File: config.mk
export PLATFORM = sky130hd
export DESIGN_NAME = decode_stage
export DESIGN_NICKNAME = d
export VERILOG_FILES = /design/src/rtl/decode_stage.sv
export SDC_FILE = /design/constraint.sdc
export NUM_CORES = 1
export LEC_CHECK = 0
export CAP_MARGIN = 25
export CORE_AREA = 8 8 135 137
export CTS_BUF_LIST = sky130_fd_sc_hd__clkbuf_8
export CTS_CLUSTER_DIAMETER = 50
export CTS_CLUSTER_SIZE = 8
export DETAILED_ROUTE_END_ITERATION = 7
export DIE_AREA = 0 0 143 145
export PLACE_DENSITY = 0.87
export SYNTH_ARGS = -nofsm -noshare
export SYNTH_HDL_FRONTEND = slang
export SYNTH_SLANG_ARGS = --single-unit
File: constraint.sdc
create_clock -name clock -period 11.9 [get_ports clock]
set_input_delay 3.57 -clock clock [delete_from_list [all_inputs] [get_ports clock]]
set_output_delay 3.57 -clock clock [all_outputs]
set_load 0.005 [all_outputs]
File: src/rtl/decode_stage.sv
// rtl/decode_stage.sv - RV32I decode stage: operand bypass, immediates, load-use stall, ID/EX register
module decode_stage #(
   parameter int XLEN = 32
) (
   input  logic            clock,
   input  logic            reset,
   input  logic            if_valid,
   input  logic [31:0]     if_instr,
   input  logic [XLEN-1:0] if_pc,
   output logic            id_ready,
   output logic [4:0]      read_sel1,
   output logic [4:0]      read_sel2,
   input  logic [XLEN-1:0] read_data1,
   input  logic [XLEN-1:0] read_data2,
   input  logic            wb_wEn,
   input  logic [4:0]      wb_write_sel,
   input  logic [XLEN-1:0] wb_write_data,
   input  logic            ex_ready,
   input  logic            flush,
   output logic            ex_valid,
   output logic [XLEN-1:0] ex_pc,
   output logic [XLEN-1:0] ex_rs1_val,
   output logic [XLEN-1:0] ex_rs2_val,
   output logic [XLEN-1:0] ex_imm,
   output logic [4:0]      ex_rd,
   output logic [6:0]      ex_opcode,
   output logic [2:0]      ex_funct3,
   output logic            ex_funct7b5,
   output logic            ex_reg_write,
   output logic            ex_mem_read,
   output logic            ex_illegal
);

   localparam logic [6:0] OP_LOAD   = 7'b0000011;
   localparam logic [6:0] OP_IMM    = 7'b0010011;
   localparam logic [6:0] OP_JALR   = 7'b1100111;
   localparam logic [6:0] OP_STORE  = 7'b0100011;
   localparam logic [6:0] OP_BRANCH = 7'b1100011;
   localparam logic [6:0] OP_LUI    = 7'b0110111;
   localparam logic [6:0] OP_AUIPC  = 7'b0010111;
   localparam logic [6:0] OP_JAL    = 7'b1101111;
   localparam logic [6:0] OP_OP     = 7'b0110011;

   logic [6:0]      opcode;
   logic [4:0]      rs1, rs2;
   logic [XLEN-1:0] imm_i, imm_s, imm_b, imm_u, imm_j;
   logic [XLEN-1:0] d_imm;
   logic [4:0]      d_rd;
   logic            d_legal, d_rs1_used, d_rs2_used, d_reg_write, d_mem_read;
   logic            advance, hazard;

   assign opcode    = if_instr[6:0];
   assign rs1       = if_instr[19:15];
   assign rs2       = if_instr[24:20];
   assign read_sel1 = rs1;
   assign read_sel2 = rs2;

   assign imm_i = {{(XLEN-12){if_instr[31]}}, if_instr[31:20]};
   assign imm_s = {{(XLEN-12){if_instr[31]}}, if_instr[31:25], if_instr[11:7]};
   assign imm_b = {{(XLEN-13){if_instr[31]}}, if_instr[31], if_instr[7], if_instr[30:25],
                   if_instr[11:8], 1'b0};
   assign imm_u = {{(XLEN-31){if_instr[31]}}, if_instr[30:12], 12'b0};
   assign imm_j = {{(XLEN-21){if_instr[31]}}, if_instr[31], if_instr[19:12], if_instr[20],
                   if_instr[30:21], 1'b0};

   always_comb begin
      d_imm       = '0;
      d_legal     = 1'b1;
      d_rs1_used  = 1'b1;
      d_rs2_used  = 1'b0;
      d_reg_write = 1'b1;
      d_mem_read  = 1'b0;
      case (opcode)
         OP_LOAD: begin
            d_imm      = imm_i;
            d_mem_read = 1'b1;
         end
         OP_IMM, OP_JALR: d_imm = imm_i;
         OP_STORE: begin
            d_imm       = imm_s;
            d_rs2_used  = 1'b1;
            d_reg_write = 1'b0;
         end
         OP_BRANCH: begin
            d_imm       = imm_b;
            d_rs2_used  = 1'b1;
            d_reg_write = 1'b0;
         end
         OP_OP: d_rs2_used = 1'b1;
         OP_LUI, OP_AUIPC: begin
            d_imm      = imm_u;
            d_rs1_used = 1'b0;
         end
         OP_JAL: begin
            d_imm      = imm_j;
            d_rs1_used = 1'b0;
         end
         default: begin
            d_legal     = 1'b0;
            d_reg_write = 1'b0;
         end
      endcase
      d_rd = d_reg_write ? if_instr[11:7] : 5'd0;
   end

   // The writeback value lands in the regfile at this same edge, so forward it.
   function automatic logic [XLEN-1:0] operand(input logic [4:0] sel, input logic [XLEN-1:0] rf);
      if (sel == 5'd0)
         return '0;
      else if (wb_wEn && wb_write_sel == sel)
         return wb_write_data;
      else
         return rf;
   endfunction

   assign advance  = !ex_valid || ex_ready;
   assign hazard   = ex_valid && ex_mem_read && (ex_rd != 5'd0) &&
                     ((d_rs1_used && rs1 == ex_rd) || (d_rs2_used && rs2 == ex_rd));
   assign id_ready = reset && (flush || (advance && !hazard));

   always_ff @(posedge clock) begin
      if (!reset) begin
         ex_valid     <= 1'b0;
         ex_pc        <= '0;
         ex_rs1_val   <= '0;
         ex_rs2_val   <= '0;
         ex_imm       <= '0;
         ex_rd        <= '0;
         ex_opcode    <= '0;
         ex_funct3    <= '0;
         ex_funct7b5  <= 1'b0;
         ex_reg_write <= 1'b0;
         ex_mem_read  <= 1'b0;
         ex_illegal   <= 1'b0;
      end else if (flush) begin
         ex_valid <= 1'b0;
      end else if (advance) begin
         if (hazard || !if_valid) begin
            ex_valid <= 1'b0;
         end else begin
            ex_valid     <= 1'b1;
            ex_pc        <= if_pc;
            ex_rs1_val   <= operand(rs1, read_data1);
            ex_rs2_val   <= operand(rs2, read_data2);
            ex_imm       <= d_imm;
            ex_rd        <= d_rd;
            ex_opcode    <= opcode;
            ex_funct3    <= if_instr[14:12];
            ex_funct7b5  <= if_instr[30];
            ex_reg_write <= d_reg_write;
            ex_mem_read  <= d_mem_read;
            ex_illegal   <= !d_legal;
         end
      end
   end

endmodule
==> results <==
## routing by layer
layer / global-route usage / vias to the layer above / wire (um)
met2: 0.4214 / 367 / 13460
met4: 0.1031 / 0 / 669
met5: 0 / - / 0
li1: - / 3590 / -
met1: 0.2851 / 3609 / 10150
met3: 0.09744 / 43 / 2969
## layout make-up
type                            count  area (um2)  area share
Antenna cell                        1       2.502   0.0002293
Clock buffer                       17       234.0     0.02144
Clock inverter                     15       143.9     0.01318
Inverter                            4       15.01    0.001376
Multi-Input combinational cell    593        3889      0.3563
Sequential cell                   148        2963      0.2714
Tap cell                          220       275.3     0.02522
Timing Repair Buffer              343        3393      0.3109
## critical path: cells and delay by family
family	cells	cell delay (ns)
AOI/OAI and AO/OA	2	0.65
buffers and inverters	2	1.13
and+or+nand+nor	3	1.30
## cells in the final DEF (no fill, tap or decap), drive strengths merged, types with 6 or more instances in the layout
cell	n
clkdlybuf4s50	328
dfxtp	148
a21oi	141
nand2	85
mux2	64
a31o	64
nand3	60
o21ai	51
a211oi	20
clkbuf	17
buf	15
mux2i	13
xnor2	12
a31oi	12
inv	11
xor2	8
nor2	8
nor3	6
clkinvlp	6
## registers in the layout, indices dropped and copies added (netlist names)
name          count
ex_pc            32
ex_mem_read       1
ex_rs1_val       32
ex_funct3         3
ex_rd             5
ex_valid          1
ex_illegal        1
ex_rs2_val       32
ex_funct7b5       1
ex_imm           32
ex_reg_write      1
ex_opcode         7
## power by group
group	internal, mW	switching, mW
clock network	0.170	0.212
logic	0.130	0.0931
registers	0.518	0.0117
total	0.817	0.316
## cells by family (layout without fill, tap and decap cells)
group	count (synthesis)	after routing
AOI/OAI and AO/OA	307	307
muxes	77	77
other	0	1
buffers and inverters	106	379
and+or+nand+nor	189	189
DFF	148	148
xor gates and xnor gates	20	20
## path summary, 6_finish.rpt
path | slack (ns) | endpoint | cells after the start | startpoint
worst max-delay path | 1.67 | id_ready | 7 | if_instr[2]
worst min-delay path | 0.45 | ex_imm[12] | 2 | ex_imm[12]
worst max register to register | 8.39 | ex_rs1_val[2] | 7 | ex_rd[0]
worst min register to register | 0.45 | ex_imm[12] | 2 | ex_imm[12]
==> impl_metrics.yaml <==
run_status:
  status: "completed"
sta:
  period_minus_slack_ns: 10.23
  fmax_mhz: 97.71
  setup-violations-final: 0
  relSlewSlack: 0.3718
  hold_viol: 0
  rsz0062_at_grt: "no"
  fin_ws_ns: 1.666
  finalCritPeriodShare: 0.8600
  drv_slew: 0
  tns_ns: 0
  worstMarginPinSlew_ns: 0.9423
  finClkSkew_ns: 0.01232
  holdWs_ns: 0.4528
synth:
  synth.net_count: 1018
  synth_top_cells_by_area: "dfxtp_1 40%, mux2_2 9.8%, a21oi_1 9.6%"
  synthSimpleGateAreaFrac: 0.1237
  synth_compound_area_frac: 0.2615
  synth_most_common_cell: "dfxtp_1"
  synth_xor_area_frac: 0.02379
  syn_area_mm2: 0.007365
  muxShareOfSynthArea: 0.1155
  ys_async_sr_fraction: 0
  ys_types: 50
  synth_fa_ha_area_frac: 0
  synth_top_area_share: 0.4023
  synth_top_family_by_area: "compound AO/OA/AOI/OAI gates"
  ys_ff_latch: 148
  ys_seq_area_frac: 0.4023
  syn_inst: 847
  postSynthAreaPerCell_um2: 8.695
  synthTopCellsByCount: "148 x dfxtp_1, 141 x a21oi_1, 84 x nand2_1, 64 x a31o_2, 64 x mux2_2"
  ys_warn_count: 0
  yosys.area.top_type: "dfxtp_1"
  synth_edf_count: 0
  synth_flop_cell: "dfxtp_1"
critical_path:
  worst-path-max-fanout: 52
  crit_slowest_cell: "or4_4"
  startpoint_type: "primary input"
  crit_path_end_kind: "output port"
  crit_type: "in2out"
  cp.arrival_ns: 6.66
  crit_chain: "clkdlybuf4s50_1 -> and3_1 -> o21a_1 -> or4_4 -> nand3b_1 -> a21oi_1 -> clkdlybuf4s50_1"
  critPathRequiredTime_ns: 8.33
  max_stage_delay_ns: 0.61
  path_common_cell: "clkdlybuf4s50_1"
detailed_routing:
  wl_um: 27250
  initialDrtViolationCount: 484
  vias: 7609
  viasPerCell: 5.674
  drc_errors: 0
  drt-pass1-iter-count: 5
  wire_per_inst_um: 20.32
  ant_nets: 0
cells_and_area:
  drive_gt1_frac: 0.1679
  stdcell_count: 1341
  syn_to_final_growth_pct: 48.22
  fin_util: 0.6750
  fillers: 1313
  layout.nets: 1278
  final_area_mm2: 0.01092
worst_hold_path:
  min_path_type: "reg2reg"
global_route:
  grt_pass1_vias: 7540
  overflow: 0
  track_usage: 0.2540
  grt_pass1_wl_um: 41720
  grt_start_max_net_pins: 86
  antenna_found_initial: 1
power:
  power_density_mw_per_mm2: 103.8
  peakVddDrop_mv: 0.06540
  leakagePower_nw: 3.844
  p_total_mw: 1.133
placed_design:
  gp_congestion: 0.8536
  port_buffers: 329
  dp_hpwl_um: 19490
  placed_area_mm2: 0.01053
  post-place-ws_ns: 1.706
  post-place-cells: 1307
clock_tree:
  root_buffer: "clkbuf_8"
  numCtsBuffers: 17
  path_clk_slew_ns: 0.08
  postCtsSetupRepairBufs: 0
  clock_latency_ns: 0.46
  h-tree-depth: 4
  clockBufferDepth: 2
  cts.sinks: 148
  hold_buffers: 0
  cts_tree: "built"
  cts_resized: 0
floorplan:
  io_pins: 330
  die_x_um: 143
  die_h_um: 145
  dieArea_mm2: 0.02074
  rows: 47
  initial_core_util: 0.4554
  core_area_mm2: 0.01617
flow_run:
  drv_cap: 0
Power figures use the tool's default switching activity.
